[src/rtl/bram_arbiter_pkg.sv]
// Shared definitions for the two-port block-RAM arbiter: port ids and the
// pipeline tag that travels with each granted access.
package bram_arbiter_pkg;

  localparam int PORT_CPU = 0;
  localparam int PORT_DBG = 1;

  typedef struct packed {
    logic valid;
    logic id;
    logic wr;
  } tag_t;

  localparam tag_t TAG_IDLE = '{valid: 1'b0, id: 1'b0, wr: 1'b0};

endpackage

[src/rtl/bram_arbiter_rr_arb2.sv]
// Two-way arbiter: fixed priority to port 0, or round-robin using a
// last-grant flop that resets to "port 1 last".
module bram_rr_arb2 (
  input  logic       clk,
  input  logic       rst_n,
  input  logic [1:0] req_i,
  input  logic       rr_i,
  output logic [1:0] gnt_o
);

  // 1 = port 1 was granted most recently
  logic last_q;
  logic last_d;

  always_comb begin
    gnt_o  = 2'b00;
    last_d = last_q;
    case (req_i)
      2'b01:   gnt_o = 2'b01;
      2'b10:   gnt_o = 2'b10;
      2'b11:   gnt_o = (rr_i && !last_q) ? 2'b10 : 2'b01;
      default: gnt_o = 2'b00;
    endcase
    if (gnt_o[1]) begin
      last_d = 1'b1;
    end else if (gnt_o[0]) begin
      last_d = 1'b0;
    end
  end

  always_ff @(posedge clk or negedge rst_n) begin
    if (!rst_n) begin
      last_q <= 1'b1;
    end else begin
      last_q <= last_d;
    end
  end

endmodule

[src/rtl/bram_arbiter.sv]
// Shares a single-port write-first BRAM between the CPU (port 0) and the
// loader/debug port (port 1); one access per cycle, done 2 cycles after grant.
module bram_arbiter
  import bram_arbiter_pkg::*;
#(
  parameter int DATA = 16,
  parameter int ADDR = 12,
  parameter int RR   = 1
) (
  input  logic            clk,
  input  logic            rst_n,
  input  logic            p0_req,
  input  logic            p0_wr,
  input  logic [ADDR-1:0] p0_addr,
  input  logic [DATA-1:0] p0_wdata,
  output logic            p0_gnt,
  output logic            p0_done,
  output logic [DATA-1:0] p0_rdata,
  input  logic            p1_req,
  input  logic            p1_wr,
  input  logic [ADDR-1:0] p1_addr,
  input  logic [DATA-1:0] p1_wdata,
  output logic            p1_gnt,
  output logic            p1_done,
  output logic [DATA-1:0] p1_rdata,
  output logic            mem_wr,
  output logic [ADDR-1:0] mem_addr,
  output logic [DATA-1:0] mem_din,
  input  logic [DATA-1:0] mem_dout
);

  // Handshake: a request is consumed in the cycle its gnt is high; the
  // requester holds req/wr/addr/wdata stable until then. done has no stall.

  logic [1:0] req;
  logic [1:0] gnt;

  // Masking with rst_n keeps gnt low for the whole reset window.
  assign req = {p1_req, p0_req} & {2{rst_n}};

  bram_rr_arb2 u_arb (
    .clk   (clk),
    .rst_n (rst_n),
    .req_i (req),
    .rr_i  (RR != 0),
    .gnt_o (gnt)
  );

  assign p0_gnt = gnt[0];
  assign p1_gnt = gnt[1];

  logic            mem_wr_q,   mem_wr_d;
  logic [ADDR-1:0] mem_addr_q, mem_addr_d;
  logic [DATA-1:0] mem_din_q,  mem_din_d;
  tag_t            tag1_q,     tag1_d;
  tag_t            tag2_q;

  always_comb begin
    mem_wr_d   = 1'b0;
    mem_addr_d = mem_addr_q;
    mem_din_d  = mem_din_q;
    tag1_d     = TAG_IDLE;
    if (gnt[1]) begin
      mem_wr_d   = p1_wr;
      mem_addr_d = p1_addr;
      mem_din_d  = p1_wdata;
      tag1_d     = '{valid: 1'b1, id: 1'(PORT_DBG), wr: p1_wr};
    end else if (gnt[0]) begin
      mem_wr_d   = p0_wr;
      mem_addr_d = p0_addr;
      mem_din_d  = p0_wdata;
      tag1_d     = '{valid: 1'b1, id: 1'(PORT_CPU), wr: p0_wr};
    end
  end

  always_ff @(posedge clk or negedge rst_n) begin
    if (!rst_n) begin
      mem_wr_q   <= 1'b0;
      mem_addr_q <= '0;
      mem_din_q  <= '0;
      tag1_q     <= TAG_IDLE;
      tag2_q     <= TAG_IDLE;
    end else begin
      mem_wr_q   <= mem_wr_d;
      mem_addr_q <= mem_addr_d;
      mem_din_q  <= mem_din_d;
      tag1_q     <= tag1_d;
      tag2_q     <= tag1_q;
    end
  end

  assign mem_wr   = mem_wr_q;
  assign mem_addr = mem_addr_q;
  assign mem_din  = mem_din_q;

  // Write completions return 0: the RAM's write-first dout is not forwarded.
  assign p0_done  = tag2_q.valid && (tag2_q.id == 1'(PORT_CPU));
  assign p1_done  = tag2_q.valid && (tag2_q.id == 1'(PORT_DBG));
  assign p0_rdata = (p0_done && !tag2_q.wr) ? mem_dout : '0;
  assign p1_rdata = (p1_done && !tag2_q.wr) ? mem_dout : '0;

endmodule

[config.mk]
export PLATFORM = sky130hd
export DESIGN_NAME = bram_arbiter
export DESIGN_NICKNAME = d
export VERILOG_FILES = /design/src/rtl/bram_arbiter_pkg.sv /design/src/rtl/bram_arbiter_rr_arb2.sv /design/src/rtl/bram_arbiter.sv
export SDC_FILE = /design/constraint.sdc
export NUM_CORES = 1
export LEC_CHECK = 0
export ABC_CLOCK_PERIOD_IN_PS = 2300
export CAP_MARGIN = 10
export CORE_AREA = 3 3 68 70
export CTS_CLUSTER_DIAMETER = 30
export DETAILED_ROUTE_END_ITERATION = 12
export DIE_AREA = 0 0 71 73
export DONT_BUFFER_PORTS = 1
export RECOVER_POWER = 25
export SETUP_SLACK_MARGIN = 0.2
export SLEW_MARGIN = 20
export SYNTH_ARGS = -nofsm -noshare
export SYNTH_HDL_FRONTEND = slang
export SYNTH_SLANG_ARGS = --single-unit
[constraint.sdc]
create_clock -name clk -period 2.3 [get_ports clk]
set_clock_uncertainty 0.1 [all_clocks]
set_input_delay 0.46 -clock clk [delete_from_list [all_inputs] [get_ports clk]]
set_output_delay 0.46 -clock clk [all_outputs]
set_load 0.01 [all_outputs]
==> results of run 1 <==
-- Yosys cell counts (2+ instances only) --
library cell	count
o2111ai_1	7
nor2_1	9
buf_4	2
o21ai_0	7
and2_1	54
dfrtp_1	34
clkbuf_1	4
a31oi_1	7
a221o_1	21
buf_6	6
-- layer usage --
metal | vias up | track usage | share of wire
met3 | 8 | 0.0744 | 0.082
met2 | 82 | 0.288 | 0.53
met5 | - | 0 | 0
li1 | 586 | - | -
met1 | 666 | 0.192 | 0.38
met4 | 0 | 0.0626 | 0.014
-- power breakdown --
group / leakage, nW / switching (W) / internal, W / total, W
Clock: 0.0515 / 0.000206 / 0.000273 / 0.000479
Sequential: 0.415 / 0.000101 / 0.000701 / 0.000803
Combinational: 0.317 / 0.000120 / 0.000102 / 0.000222
-- metrics by stage --
stage / cell area (µm²) / util / instances
after detailed placement: 1770 / 0.439 / 201
after global routing: 1900 / 0.470 / 212
after CTS: 1900 / 0.471 / 211
final: 1900 / 0.470 / 212
after floorplan: 1810 / - / 164
after global placement: 1770 / 0.439 / 201
-- repair_timing --
| item | CTS | global route |
|---|---|---|
| resized for setup | 0 | 1 |
| endpoints found under the setup margin | 0 | 17 |
| hold buffers | 2 | 0 |
| hold endpoints to repair | 35 | 0 |
-- path summary, 6_finish.rpt --
path / from / to / slack, ns / depth (start not counted)
setup / recovery: p0_req / p1_gnt / 0.34 / 3
hold / removal: p1_wr / mem_wr / 0.21 / 1
setup reg to reg: u_arb.last_q / mem_din[2] / 0.69 / 3
hold reg to reg: tag1_q[1] / tag2_q[1] / 0.25 / 0
max in group asynchronous: rst_n / mem_din[5] / 0.83 / 2
min in group asynchronous: rst_n / mem_din[7] / 0.75 / 2
-- critical path, cell delays in order --
cell     delay (ns)
o21ai_4        0.41
inv_2          0.24
o21a_4         0.28
-- cell families after synthesis --
| kind of cell | Yosys count |
|---|---|
| compound gates | 45 |
| buf+inv | 15 |
| flops | 35 |
| simple gates | 69 |
-- sequential cells by signal, indices dropped and copies added (netlist names) --
signal,cells
mem_addr,12
u_arb.last_q,1
mem_din,16
tag2_q,3
tag1_q,2
mem_wr,1
-- layout make-up --
| cell class | instances | area, µm² |
|---|---|---|
| clock buffer | 8 | 100 |
| timing repair buffer | 2 | 15.0 |
| inverter | 2 | 7.51 |
| tap | 50 | 62.6 |
| multi-input combinational | 115 | 833 |
| sequential | 35 | 877 |
| fill | 373 | 2130 |
==> out/metrics.yaml, run 1 <==
cts_tree: "done"
ios: 143
status: "completed"
syn_area_um2: 1810
syn-num-nets: 242
arrival_ns: 1.40
max_freq_ghz: 0.510
synth.avg_cell_area_um2: 11.0
setup_viol: 0
grt_pass1_wl_mm: 6.93
synth_edf_count: 0
leakage_nw: 0.783
avgRoutedWirePerCell_um: 22.6
worstPathRequired_ns: 1.74
drive_gt1_frac: 0.105
grt_pass1_vias: 1320
clock_sinks: 35
rsz0062_at_grt: "no"
yosysTopAreaCellShare: 0.471
synthAdderAreaFrac: 0
antenna_found_initial: 0
yosysSeqAreaShare: 0.485
max_slew_margin: 0.442
routed_wl_mm: 4.80
grt_max_degree: 36
final_common_cell: "and2_1"
hold_ws_ns: 0.213
worst_pin_slew_ns: 0.837
synthDistinctLibCells: 23
min_period_ns: 1.96
avgViaCountPerCell: 6.33
io_buffers: 0
diodes: 0
pre_cts_slack_ns: 0.338
place_congestion: 0.701
postRouteAntennaNets: 0
synth_top_area_cell: "dfrtp_1"
cts_setup_buffers: 0
gr-usage-all-layers: 0.171
start_util: 0.449
startpoint_type: "input port"
min-delay-path-class: "in2reg"
synth_async_sr_flop_share: 1.00
core-area_um2: 4030
cts_buffers: 5
irDropWorstVdd_mv: 0.406
clockRootBuffer: "clkbuf_8"
die_x_um: 71
cellPowerDensity_nw_per_um2: 793
ctsLongestPathBuffers: 2
setup_ws_ns: 0.338
final_cell_mix: "and2_1, dfrtp_1, a221o_1"
critical_path_class: "in2out"
grt_overflow_total: 0
hold_viol_final: 0
syn_inst: 164
nNetsFinal: 239
vias: 1342
synthFlopType: "dfrtp_1"
dieArea_um2: 5180
clk_latency_ns: 0.27
synth_simple_gate_area_share: 0.238
cts_max_level: 2
first_iter_violations: 35
finalPower_w: 0.00150
synth_xor_area_frac: 0
drv_cap: 0
synth-seq-cells: 35
yosysWarnings: 0
place_hpwl_mm: 3.45
maxSlewViolCount: 0
yosys-top-cells-area: "dfrtp_1, and2_1, a221o_1"
fin_crit_sh: 0.853
synth_top_family_by_area: "simple AND/OR/NAND/NOR gates"
synth_compound_area_frac: 0.216
setup_tns_ns: 0
cp_max_fo: 24
area_growth_pct: 4.84
muxShareOfSynthArea: 0
drc: 0
rows: 23
drtPass1Iterations: 4
dieHeight_um: 73
endpoint_kind: "primary output"
clk_pin_slew_ns: 0.06
No activity file was read; power rests on OpenSTA's default activity.
==> inputs of run 2 (changes only) <==
Settings changed: CORE_AREA 3 3 68 70 to 3 3 94 51, DIE_AREA 0 0 71 73 to 0 0 97 54.
==> run 2 against run 1 <==
Fmax up 0.32%. Hold slack better by 0.0044 ns. Sequential share of layout area up 0.31 points. Count of clock-buffer cells in the layout down 1. Global-route usage down 0.31 points. First-iteration DRC count up 31%. Register-to-register slack worse by 0.03 ns. Sequential power about the same. Via count down 1.8%. Largest power group unchanged. Highest routed layer unchanged.
==> out/metrics.yaml, run 2 (synthesis results as in run 1) <==
status: "completed"
cts_max_level: 2  # unchanged
cellPowerDensity_nw_per_um2: 763  # -3.8%
setup_viol: 0  # unchanged
dieArea_um2: 5240  # +1.1%
met2_usage: 0.296  # +0.00730
leakage_nw: 0.776  # -0.97%
seq_area_um2: 877  # unchanged
setup_tns_ns: 0  # unchanged
use_met3: 0.0569  # -0.0175
nFillCells: 363  # -2.7%
avgViaCountPerCell: 6.10  # -3.6%
place_congestion: 0.765  # +9.1%
grt_overflow_total: 0  # unchanged
place_inst: 206  # +2.5%
irDropWorstVdd_mv: 0.438  # +7.9%
cts_setup_buffers: 0  # unchanged
multiInputGateArea_um2: 827  # -0.75%
instances_no_fill: 216  # +1.9%
start_util: 0.458  # +0.00968
clk_latency_ns: 0.27  # about the same
routed_wl_mm: 4.44  # -7.4%
dieHeight_um: 54  # -26%
cts_buffers: 5  # unchanged
area_growth_pct: 4.15
grt_pass1_wl_mm: 6.67  # -3.7%
ctsLongestPathBuffers: 2  # unchanged
gr-usage-all-layers: 0.168  # -0.00311
rows: 16  # -30%
rsz0062_at_grt: "no"
fin_util: 0.477  # +0.00698
drive_gt1_frac: 0.0988  # -0.00617
nNetsFinal: 239  # unchanged
drv_cap: 0  # unchanged
use_met1: 0.196  # +0.00433
startpoint_type: "flip-flop"
worstPathRequired_ns: 1.74  # about the same
critical_path_class: "reg2out"
antenna_found_initial: 0  # unchanged
grt_max_degree: 36  # unchanged
io_buffers: 0  # unchanged
place_hpwl_mm: 3.18  # -7.7%
drtPass1Iterations: 4  # unchanged
vias: 1318  # -1.8%
die_x_um: 97  # +37%
max_slew_margin: 0.453  # +0.0116
maxSlewViolCount: 0  # unchanged
max_freq_ghz: 0.511  # +0.32%
fin_crit_sh: 0.850  # -0.00276
first_iter_violations: 46  # +31%
hold_viol_final: 0  # unchanged
cts_tree: "done"
clockRootBuffer: "clkbuf_8"
postRouteAntennaNets: 0  # unchanged
finalPower_w: 0.00144  # -4.4%
worst_pin_slew_ns: 0.820  # -0.0174 ns
ios: 143  # unchanged
arrival_ns: 1.40  # about the same
final_common_cell: "and2_1"
busiest_layer: "met2"
avgRoutedWirePerCell_um: 20.6  # -9.1%
min-delay-path-class: "in2reg"
min_period_ns: 1.96  # -0.00635 ns
endpoint_kind: "primary output"
core-area_um2: 3940  # -2.1%
grt_pass1_vias: 1227  # -7.0%
diodes: 0  # unchanged
largest_reg_flops: 16  # unchanged
clock_sinks: 35  # unchanged
clk_pin_slew_ns: 0.06  # about the same
cp_max_fo: 16  # -33%
final_cell_mix: "and2_1, dfrtp_1, a221o_1"
drc: 0  # unchanged
-- run 2: metrics by stage --
step           worst slack (ns)  instance area, µm²  hold slack [ns]
2_1_floorplan             0.619                1810           0.0644
3_3_place_gp              0.377                1780           0.0653
3_5_place_dp              0.332                1780           0.0652
4_1_cts                   0.228                1890            0.209
5_1_grt                   0.213                1880            0.204
6_report                  0.344                1880            0.217
-- run 2: report_power, final --
group	switching (W)	total, W	leakage (nW)	internal [W]
Clock	0.000203	0.000415	0.0422	0.000212
Sequential	0.000101	0.000803	0.415	0.000702
Combinational	0.000116	0.000219	0.318	0.000103
Total	0.000420	0.00144	0.776	0.00102
-- run 2: what timing repair did --
action	4_1_cts	5_1_grt
endpoints found under the hold margin	35	0
resized for setup	0	1
hold buffers	2	0
setup endpoints to repair	0	16
-- run 2: cell type report --
class,instances,share of cell area
sequential,35,0.466
multi-input combinational,114,0.439
clock inverter,1,0.00266
clock buffer,7,0.0405
tap,54,0.0359
timing repair buffer,3,0.0120
inverter,2,0.00399
-- run 2: critical path, stage by stage (launching register included) --
cell and delay, ns:
dfrtp_1 0.40, and3b_1 0.45, and2_1 0.26
-- run 2: worst paths after layout --
check	from	end	slack, ns	cells past startpoint
max in group asynchronous	rst_n	tag2_q[2]	0.85	2
setup / recovery	tag2_q[0]	p1_rdata[8]	0.34	2
setup reg to reg	u_arb.last_q	mem_din[9]	0.66	4
hold reg to reg	tag1_q[1]	tag2_q[1]	0.25	0
min in group asynchronous	rst_n	mem_addr[4]	0.72	2
hold / removal	p1_wr	mem_wr	0.22	1
-- run 2: per-layer routing --
layer,vias to the layer above,wire (µm)
li1,593,-
met1,645,1800
met2,76,2240
met3,4,366
met4,0,33
met5,-,0
==> inputs of run 3 (changes only) <==
Settings changed: CTS_CLUSTER_DIAMETER 30 to not set.
==> results of run 3 <==
Same layout as run 2: the final DEF is identical, and so are final timing and power.
